### config.mk
export PLATFORM = sky130hd
export DESIGN_NAME = pattern_stream_ctrl
export DESIGN_NICKNAME = d
export VERILOG_FILES = /design/src/rtl/pattern_stream_ctrl.sv
export SDC_FILE = /design/constraint.sdc
export NUM_CORES = 1
export LEC_CHECK = 0
export BUFFER_PORTS_ARGS = -buffer_cell sky130_fd_sc_hd__buf_2
export CELL_PAD_IN_SITES_DETAIL_PLACEMENT = 0
export CELL_PAD_IN_SITES_GLOBAL_PLACEMENT = 1
export CORE_ASPECT_RATIO = 0.7
export CORE_MARGIN = 2
export CORE_UTILIZATION = 42
export DETAILED_ROUTE_END_ITERATION = 10
export PLACE_DENSITY = 0.92
export SYNTH_ARGS = -nofsm -noshare
export SYNTH_HDL_FRONTEND = slang
export SYNTH_SLANG_ARGS = --single-unit
### constraint.sdc
create_clock -name clk -period 4.5 [get_ports clk]
set_input_delay 0.225 -clock clk [delete_from_list [all_inputs] [get_ports clk]]
set_output_delay 0.225 -clock clk [all_outputs]
set_load 0.01 [all_outputs]
### src/rtl/pattern_stream_ctrl.sv
// pattern_stream_ctrl: word-to-serial sequencer for a '1101' Moore detector.
// Takes a WIDTH-bit word on in_valid/in_ready, clears the detector,
// shifts the word out LSB-first on det_i, records det_o per bit
// position into out_mask/out_count, and offers it on out_valid/out_ready.
// Ports:
//   clk, rst        clock, synchronous active-high reset
//   in_valid/ready  word handshake, in_data streamed bit 0 first
//   det_clr, det_i  detector clear and serial bit
//   det_o           registered detector output (one-cycle lag)
//   busy            high whenever not IDLE
//   out_valid/ready result handshake, out_mask/out_count result
module pattern_stream_ctrl #(
   parameter int WIDTH        = 10,
   parameter int CLEAR_CYCLES = 2,
   parameter int CNT_W        = $clog2(WIDTH + 1)
) (
   input  logic             clk,
   input  logic             rst,
   input  logic             in_valid,
   input  logic [WIDTH-1:0] in_data,
   output logic             in_ready,
   output logic             det_clr,
   output logic             det_i,
   input  logic             det_o,
   output logic             busy,
   output logic             out_valid,
   input  logic             out_ready,
   output logic [WIDTH-1:0] out_mask,
   output logic [CNT_W-1:0] out_count
);

   localparam int CMAX = (WIDTH > CLEAR_CYCLES) ? WIDTH : CLEAR_CYCLES;
   localparam int TW   = $clog2(CMAX + 1);

   localparam logic [TW-1:0] CLR_LAST = TW'(CLEAR_CYCLES - 1);
   localparam logic [TW-1:0] BIT_LAST = TW'(WIDTH - 1);

   typedef enum logic [2:0] {
      IDLE,
      CLEAR,
      STREAM,
      DRAIN,
      DONE
   } state_t;

   state_t           state_q;
   state_t           state_d;
   logic [WIDTH-1:0] shreg_q;
   logic [WIDTH-1:0] mask_q;
   logic [CNT_W-1:0] count_q;
   logic [TW-1:0]    tick_q;

   always_ff @(posedge clk) begin
      if (rst) begin
         state_q <= IDLE;
      end else begin
         state_q <= state_d;
      end
   end

   always_comb begin
      state_d   = state_q;
      in_ready  = 1'b0;
      busy      = 1'b1;
      det_clr   = 1'b0;
      det_i     = 1'b0;
      out_valid = 1'b0;
      unique case (state_q)
         IDLE: begin
            busy     = 1'b0;
            in_ready = 1'b1;
            if (in_valid) begin
               state_d = CLEAR;
            end
         end
         CLEAR: begin
            det_clr = 1'b1;
            if (tick_q == CLR_LAST) begin
               state_d = STREAM;
            end
         end
         STREAM: begin
            det_i = shreg_q[0];
            if (tick_q == BIT_LAST) begin
               state_d = DRAIN;
            end
         end
         DRAIN: begin
            state_d = DONE;
         end
         DONE: begin
            out_valid = 1'b1;
            if (out_ready) begin
               state_d = IDLE;
            end
         end
         default: begin
            busy    = 1'b0;
            state_d = IDLE;
         end
      endcase
   end

   // det_o lags det_i by one cycle, so the sample taken at the end of
   // stream cycle k belongs to bit k-1. Shifting it in from the top
   // lands bit 0's sample at mask[0] after exactly WIDTH shifts
   // (stream cycles 1..WIDTH-1 plus the drain cycle).
   always_ff @(posedge clk) begin
      if (rst) begin
         shreg_q <= '0;
         mask_q  <= '0;
         count_q <= '0;
         tick_q  <= '0;
      end else begin
         unique case (state_q)
            IDLE: begin
               tick_q <= '0;
               if (in_valid) begin
                  shreg_q <= in_data;
                  mask_q  <= '0;
                  count_q <= '0;
               end
            end
            CLEAR: begin
               if (tick_q == CLR_LAST) begin
                  tick_q <= '0;
               end else begin
                  tick_q <= tick_q + TW'(1);
               end
            end
            STREAM: begin
               tick_q  <= tick_q + TW'(1);
               shreg_q <= shreg_q >> 1;
               if (tick_q != '0) begin
                  mask_q  <= {det_o, mask_q[WIDTH-1:1]};
                  count_q <= count_q + CNT_W'(det_o);
               end
            end
            DRAIN: begin
               tick_q  <= '0;
               mask_q  <= {det_o, mask_q[WIDTH-1:1]};
               count_q <= count_q + CNT_W'(det_o);
            end
            DONE: begin
               tick_q <= '0;
            end
            default: begin
               tick_q <= '0;
            end
         endcase
      end
   end

   assign out_mask  = mask_q;
   assign out_count = count_q;

endmodule

==> qor.yml, run 1 <==
outcome:
  outcome: "finished, final reports clean"
global_route:
  grt_pass1_vias: 1180
  grt_pass1_wl_um: 5430
  grt_max_degree: 26
  grt_overflow: 0
  antenna_found_initial: 0
  grt_use_total: 0.1873
synth:
  synth_fp_nets: 182
  synth_area_leaders: "dfxtp_1 (43%), a22oi_1 (4.7%), a21oi_1 (4.5%)"
  yosysTopAreaCell: "dfxtp_1"
  synth_top_area_frac: 0.4294
  netlist_area_um2: 1445
  synth_ff_type: "dfxtp_1"
  async_flop_share: 0
  ys_top_cells_by_count: "dfxtp_1 (31), a21oi_1 (13), nand2_1 (11)"
  ys_ff_latch: 31
  synth.most_common_cell: "dfxtp_1"
  yosysWarnings: 0
  yosysSeqAreaShare: 0.4294
  synth_edf_count: 0
  avgSynthCellArea_um2: 8.921
  ys_types: 44
  syn_inst: 162
sta:
  min_period_ns: 2.048
  rsz0062_at_grt: "no"
  finalCritPeriodShare: 0.4551
  max-slew-margin-rel: 0.4483
  tns_ns: 0
  slew_violations: 0
  skew_ns: 0.004722
  max_freq_mhz: 488.2
  hold_viol_final: 0
  setup_viol: 0
  worst_slew_pin_slew_ns: 0.8254
  hold_ws_ns: 0.2391
pwr:
  power_density_nw_per_um2: 345.3
  p_leak_uw: 0.0007041
  ir_drop_v: 0.0002182
  total_power_uw: 593.6
setup_path:
  worstPathCellList: "nor3b_2 > and2_1 > buf_2"
  endpoint_kind: "output port"
  worstPathMaxFanout: 16
  cp.arrival_ns: 1.82
  path_class: "register to output port"
  critPathSlowestCell: "dfxtp_1"
  startpoint_type: "register"
  crit_buf_inv: 1
  required_ns: 4.28
  critPathMaxStageDelay_ns: 0.62
  critical_path.top_delay_family: "simple AND/OR/NAND/NOR gates"
  r2r_slack_ns: 2.56
floorplan:
  rows: 17
  core_region_area_um2: 3212
  die_w_um: 74.11
  ios: 34
  fp.dieH_um: 53.08
  dieArea_um2: 3933
  initial_core_util: 0.4499
clock_network:
  cts.repair.resized: 0
  clock_path_buffers: 2
  numClockSinks: 31
  cts_root_buf: "clkbuf_8"
  clock_latency_ns: 0.28
  cts_buffers: 5
  h-tree-depth: 2
  path_clk_slew_ns: 0.06
  postCtsHoldBufs: 0
  post_cts_buffers: 0
  cts_tree: "built"
route:
  dr.pass1.iters: 4
  drtIter0Drc: 77
  viasPerCell: 5.556
  totalWireLength_um: 3349
  drc: 0
  vias: 1328
  route.antenna.remaining_nets: 0
  wire_per_inst_um: 14.01
cells_and_area:
  num_antenna_cells: 0
  fillCellCount: 288
  drive_above_1_share: 0.2396
  final_area_um2: 1719
  area_growth_pct: 18.96
  layout.nets: 211
placement:
  dp_hpwl_um: 2354
  port_buffers: 33
  place_area_um2: 1619
  place_congestion: 0.7494
flow_run:
  max-cap-violations: 0
min_path:
  hp-class: "input port to register"
## worst register-to-register path, delay by kind of cell, from the launching register on
family	cells	cell delay, ns
and+or+nand+nor	1	0.67
DFF	1	0.53
AOI/OAI and AO/OA	2	0.61
## logic make-up (layout without fill, tap and decap cells)
kind of cell | count (synthesis) | in the layout | synth area share
XOR/XNOR | 3 | 3 | 0.01819
buffers and inverters | 19 | 49 | 0.05541
AO/OA/AOI/OAI | 52 | 52 | 0.2320
flip-flops | 31 | 31 | 0.4294
AND/OR/NAND/NOR | 50 | 50 | 0.2069
multiplexers | 2 | 2 | 0.01472
adder cells (fa/ha/maj) | 5 | 5 | 0.04329
## worst paths after layout
check              from          end  cells past startpoint
max          state_q[1]        det_i                      3
min          in_data[4]   shreg_q[4]                      3
max reg2reg  state_q[2]  out_mask[9]                      3
min reg2reg  shreg_q[2]   shreg_q[2]                      2
## power by group
part           switching (µW)  internal [µW]  leakage (µW)
combinational            37.8           25.3      0.000401
sequential               9.29            283      0.000252
clock                    98.8            139     0.0000515
## layer usage
layer,global-route usage,vias to the layer above,share of wire
met3,0.06667,5,0.062
met2,0.2857,40,0.45
li1,-,651,-
met5,0,-,0
met1,0.2372,632,0.47
met4,0.08485,0,0.014
## placed cells by master, fill, tap and decap left out, drive strengths merged, types with 4 or more instances in the layout
cell type / netlist / layout
a22oi: 9 / 9
clkbuf: 8 / 8
nand2: 11 / 11
o22ai: 8 / 8
nor2: 7 / 7
buf: 3 / 33
a21oi: 13 / 13
o21ai: 10 / 10
inv: 8 / 8
nor2b: 4 / 4
ha: 5 / 5
dfxtp: 31 / 31
nand3: 4 / 4
## final cells by class
type / instances / area (µm²) / share of cell area
multi-input combinational: 112 / 744.5 / 0.4330
sequential: 31 / 620.6 / 0.3610
timing repair buffer: 33 / 165.2 / 0.09607
clock buffer: 8 / 100.1 / 0.05822
tap: 47 / 58.81 / 0.03421
inverter: 8 / 30.03 / 0.01747
## sequential cells by signal, indices dropped and copies added (netlist names)
name / count
out_mask: 10
shreg_q: 10
out_count: 4
tick_q: 4
state_q: 3
## metrics by stage
step / setup WS [ns] / instances / utilization
after floorplan: 2.905 / 162 / -
after global placement: 2.684 / 231 / 0.5041
after detailed placement: 2.594 / 231 / 0.5041
after CTS: 2.433 / 239 / 0.5353
after global routing: 2.263 / 239 / 0.5353
final: 2.452 / 239 / 0.5353
(Power assumes the default switching activity.)
==> run 2, diff against run 1 <==
--- a/config.mk
+++ b/config.mk
@@ -10,9 +10,9 @@
 export CELL_PAD_IN_SITES_GLOBAL_PLACEMENT = 1
 export CORE_ASPECT_RATIO = 0.7
 export CORE_MARGIN = 2
-export CORE_UTILIZATION = 42
+export CORE_UTILIZATION = 39
 export DETAILED_ROUTE_END_ITERATION = 10
-export PLACE_DENSITY = 0.92
+export PLACE_DENSITY = 0.87
 export SYNTH_ARGS = -nofsm -noshare
 export SYNTH_HDL_FRONTEND = slang
 export SYNTH_SLANG_ARGS = --single-unit
==> constraint.sdc (replaced) <==
create_clock -name clk -period 2 [get_ports clk]
set_input_delay 0.1 -clock clk [delete_from_list [all_inputs] [get_ports clk]]
set_output_delay 0.1 -clock clk [all_outputs]
set_load 0.01 [all_outputs]
==> qor.yml, run 2 (synthesis results as in run 1) <==
outcome:
  outcome: "finished, final reports clean"
floorplan:
  rows: 18
  initial_core_util: 0.4087
  fp.dieH_um: 54.93
  ios: 34
  die_w_um: 76.76
  core_region_area_um2: 3536
  dieArea_um2: 4216
setup_path:
  reg2reg_to: "out_mask[3]"
  path_class: "register to register"
  startpoint_type: "register"
  r2r_slack_ns: 0.27
  worstPathMaxFanout: 10
  required_ns: 2.13
  cp.arrival_ns: 1.85
  r2r-start: "tick_q[0]"
  r2r_cells: 5
  endpoint_kind: "register"
clock_network:
  cts_root_buf: "clkbuf_8"
  clock_path_buffers: 2
  path_clk_slew_ns: 0.06
  cts_buffers: 5
  clock_latency_ns: 0.28
  numClockSinks: 31
  cts_tree: "built"
  cts.repair.resized: 0
  post_cts_buffers: 0
  h-tree-depth: 2
  postCtsHoldBufs: 0
sta:
  tns_ns: 0
  max-slew-margin-rel: 0.5772
  max_freq_mhz: 578.6
  rsz0062_at_grt: "no"
  worst_slew_pin_slew_ns: 0.6300
  setup_viol: 0
  final.setup.worst_slack_ns: 0.2716
  finalCritPeriodShare: 0.8642
  min_period_ns: 1.728
  hold_viol_final: 0
  skew_ns: 0.006309
  slew_violations: 0
cells_and_area:
  num_antenna_cells: 0
  multi_input_area_um2: 744.5
  drive_above_1_share: 0.2640
  layout.nets: 217
  final_common_cell: "buf_2"
  final_area_um2: 1755
  most-common-layout-cells: "buf_2 (33), dfxtp_1 (31), a21oi_1 (13), nand2_1 (11)"
  area_growth_pct: 21.47
  seq_area_um2: 620.6
  fillCellCount: 349
route:
  dr.pass1.iters: 4
  totalWireLength_um: 3243
  route.antenna.remaining_nets: 0
  drtIter0Drc: 36
  vias: 1296
  drc: 0
  wire_per_inst_um: 13.13
  viasPerCell: 5.247
flow_run:
  max-cap-violations: 0
placement:
  dp_hpwl_um: 2243
  port_buffers: 33
  place_ws_ns: 0.2923
  place_area_um2: 1668
  place_congestion: 0.7640
global_route:
  grt_overflow: 0
  grt_max_degree: 26
  grt_pass1_vias: 1158
  grt_use_total: 0.1601
  grt_pass1_wl_um: 5175
  antenna_found_initial: 0
min_path:
  hold_path_startpoint: "det_o"
  hp-class: "input port to register"
  holdPathEnd: "out_mask[9]"
  hold_path_depth: 3
pwr:
  comb_power_share: 0.122
  p_sw_uw: 319.8
  p_leak_uw: 0.0007314
  intPower_uw: 970.1
  ir_drop_v: 0.0003890
  swShare: 0.2479
  p_seq_frac: 0.502
  power_density_nw_per_um2: 734.8
  pwr-share-clk: 0.375
run 2: cell types whose count changed in the layout (fill, tap and decap cells not counted):
cell and delta:
buf_4 +6, clkbuf_1 -1, clkbuf_8 -1, clkinv_2 +1
run 2: per-stage QoR:
step | cells | power (µW) | utilization | hold WS, ns
floorplan | 162 | 767.0 | - | 0.2587
global placement | 240 | 812.9 | 0.4717 | 0.3928
detailed placement | 240 | 818.9 | 0.4717 | 0.3953
CTS | 247 | 1308 | 0.4965 | 0.09819
global route | 247 | 1351 | 0.4965 | 0.1260
finish | 247 | 1290 | 0.4965 | 0.1113
run 2: worst max-delay path by stage:
| stage | from | to | slack [ns] | cells past startpoint |
|---|---|---|---|---|
| 2_1_floorplan | tick_q[0] | out_count[2] | 0.40 | 6 |
| 3_3_place_gp | tick_q[0] | out_count[2] | 0.33 | 5 |
| 3_5_place_dp | tick_q[0] | out_mask[0] | 0.29 | 5 |
| 4_1_cts | tick_q[0] | out_mask[0] | 0.29 | 5 |
| 5_1_grt | tick_q[0] | out_mask[2] | 0.13 | 5 |
| 6_report | tick_q[0] | out_mask[3] | 0.27 | 5 |
run 2: cell type report:
class / instances / area share
Multi-Input combinational cell: 112 / 0.4241
Sequential cell: 31 / 0.3535
Timing Repair Buffer: 39 / 0.1197
Clock buffer: 6 / 0.04704
Tap cell: 50 / 0.03564
Inverter: 8 / 0.01711
Clock inverter: 1 / 0.002851
run 2: per-layer routing:
layer / vias to the layer above / GRT usage / share of wire
met3: 2 / 0.04870 / 0.062
met5: - / 0 / 0
met4: 0 / 0.06364 / 0.0059
li1: 668 / - / -
met1: 597 / 0.2040 / 0.50
met2: 29 / 0.2617 / 0.43
run 2: critical path, stage by stage, from the launching register on:
cell and delay [ns]:
dfxtp_1 0.35, inv_1 0.07, ha_1 0.15, or4b_1 0.56, nand2_1 0.31, o22ai_1 0.14
run 2: power groups by stage:
stage	clock [µW]	combinational (µW)	sequential [µW]
floorplan	0	108	659
global placement	0	152	660
detailed placement	0	157	662
CTS	502	158	648
global route	525	176	649
finish	484	158	648
==> run 3, diff against run 2 <==
--- a/config.mk
+++ b/config.mk
@@ -12,7 +12,9 @@
 export CORE_MARGIN = 2
 export CORE_UTILIZATION = 39
 export DETAILED_ROUTE_END_ITERATION = 10
+export MAX_ROUTING_LAYER = met4
 export PLACE_DENSITY = 0.87
+export RECOVER_POWER = 50
 export SYNTH_ARGS = -nofsm -noshare
 export SYNTH_HDL_FRONTEND = slang
 export SYNTH_SLANG_ARGS = --single-unit
==> qor.yml, run 3 (synthesis results as in run 1) <==
setup_path:
  endpoint_kind: "output port"
  required_ns: 1.90
  worstPathCellList: "clkbuf_1 > nor3b_2 > buf_4 > and2_1 > buf_2"
  r2r_slack_ns: 0.28
  crit_buf_inv: 3
  cp.arrival_ns: 1.66
  critPathMaxStageDelay_ns: 0.45
  startpoint_type: "register"
  worstPathMaxFanout: 12
  critPathSlowestCell: "clkbuf_1"
  path_class: "register to output port"
  critical_path.top_delay_family: "buffers and inverters"
global_route:
  grt_pass1_wl_um: 5181
  antenna_found_initial: 0
  grt_overflow: 0
  grt_pass1_vias: 1157
  grt_max_degree: 26
  grt_use_total: 0.1650
cells_and_area:
  num_antenna_cells: 0
  most-common-layout-cells: "dfxtp_1 (31), buf_2 (17), clkbuf_1 (17), a21oi_1 (13), nand2_1 (11)"
  finalCoreUtilization: 0.4897
  final_common_cell: "dfxtp_1"
  drive_above_1_share: 0.1726
  layout.nets: 217
  area_growth_pct: 19.83
  final_area_um2: 1732
  fillCellCount: 353
route:
  wire_per_inst_um: 13.06
  drc: 0
  route.antenna.remaining_nets: 0
  dr.pass1.iters: 4
  drtIter0Drc: 35
  vias: 1310
  viasPerCell: 5.304
  totalWireLength_um: 3226
floorplan:
  initial_core_util: 0.4087
  core_region_area_um2: 3536
  ios: 34
  rows: 18
  fp.dieH_um: 54.93
  die_w_um: 76.76
  dieArea_um2: 4216
sta:
  setup_viol: 0
  rsz0062_at_grt: "no"
  max_freq_mhz: 567.7
  worst_slew_pin_slew_ns: 0.6317
  min_period_ns: 1.761
  skew_ns: 0.006079
  hold_viol_final: 0
  finalCritPeriodShare: 0.8807
  max-slew-margin-rel: 0.5761
  slew_violations: 0
  tns_ns: 0
clock_network:
  cts_root_buf: "clkbuf_8"
  h-tree-depth: 2
  clock_latency_ns: 0.28
  clock_path_buffers: 2
  cts.repair.resized: 0
  postCtsHoldBufs: 0
  post_cts_buffers: 0
  cts_buffers: 5
  cts_tree: "built"
  path_clk_slew_ns: 0.06
  numClockSinks: 31
pwr:
  total_power_uw: 1287
  p_leak_uw: 0.0006574
  ir_drop_v: 0.0003897
  power_density_nw_per_um2: 743.4
placement:
  dp_hpwl_um: 2243
  place_congestion: 0.7741
  place_area_um2: 1668
  port_buffers: 33
min_path:
  hp-class: "input port to register"
flow_run:
  max-cap-violations: 0
outcome:
  outcome: "finished, final reports clean"
-- run 3: changes by cell type in the layout (fill, tap and decap cells not counted), sizes merged --
| cell | before | now |
|---|---|---|
| buf | 39 | 22 |
| clkbuf | 6 | 23 |
-- run 3: worst paths after layout --
path / start / end / cells past startpoint
setup / recovery: state_q[0] / det_i / 5
hold / removal: det_o / out_mask[9] / 3
setup reg to reg: tick_q[0] / out_mask[3] / 5
hold reg to reg: shreg_q[9] / shreg_q[9] / 2
-- run 3: final cells by class --
class	instances	area, µm²	area share
sequential	31	620.6	0.3584
clock inverter	1	5.005	0.002890
tap	50	62.56	0.03613
timing repair buffer	39	186.4	0.1077
clock buffer	6	82.58	0.04769
multi-input combinational	112	744.5	0.4299
inverter	8	30.03	0.01734
-- run 3: metrics by stage --
step | hold slack (ns) | setup WS (ns) | std cells
after CTS | 0.09819 | 0.2854 | 247
after global placement | 0.3928 | 0.3345 | 240
after global routing | 0.1260 | 0.1279 | 247
after floorplan | 0.2587 | 0.4049 | 162
after detailed placement | 0.3953 | 0.2923 | 240
final | 0.1104 | 0.2385 | 247
-- run 3: worst min-delay path, cell delays in order --
cell	delay (ns)
buf_2	0.11
inv_1	0.04
o32ai_1	0.07
-- run 3: power by group --
part	total [µW]	leakage, µW	switching, µW	internal [µW]
registers	648	0.000252	11.4	637
clock network	484	0.0000470	215	269
logic	155	0.000359	94.4	60.5
total	1290	0.000657	321	967
-- run 3: routing by layer --
layer  up-vias  GRT usage  routed length (µm)
met2        25     0.2617                1416
met4         0    0.06364                  24
met5         -          -                   0
met1       612     0.2040                1629
met3         4    0.04870                 155
li1        669          -                   -
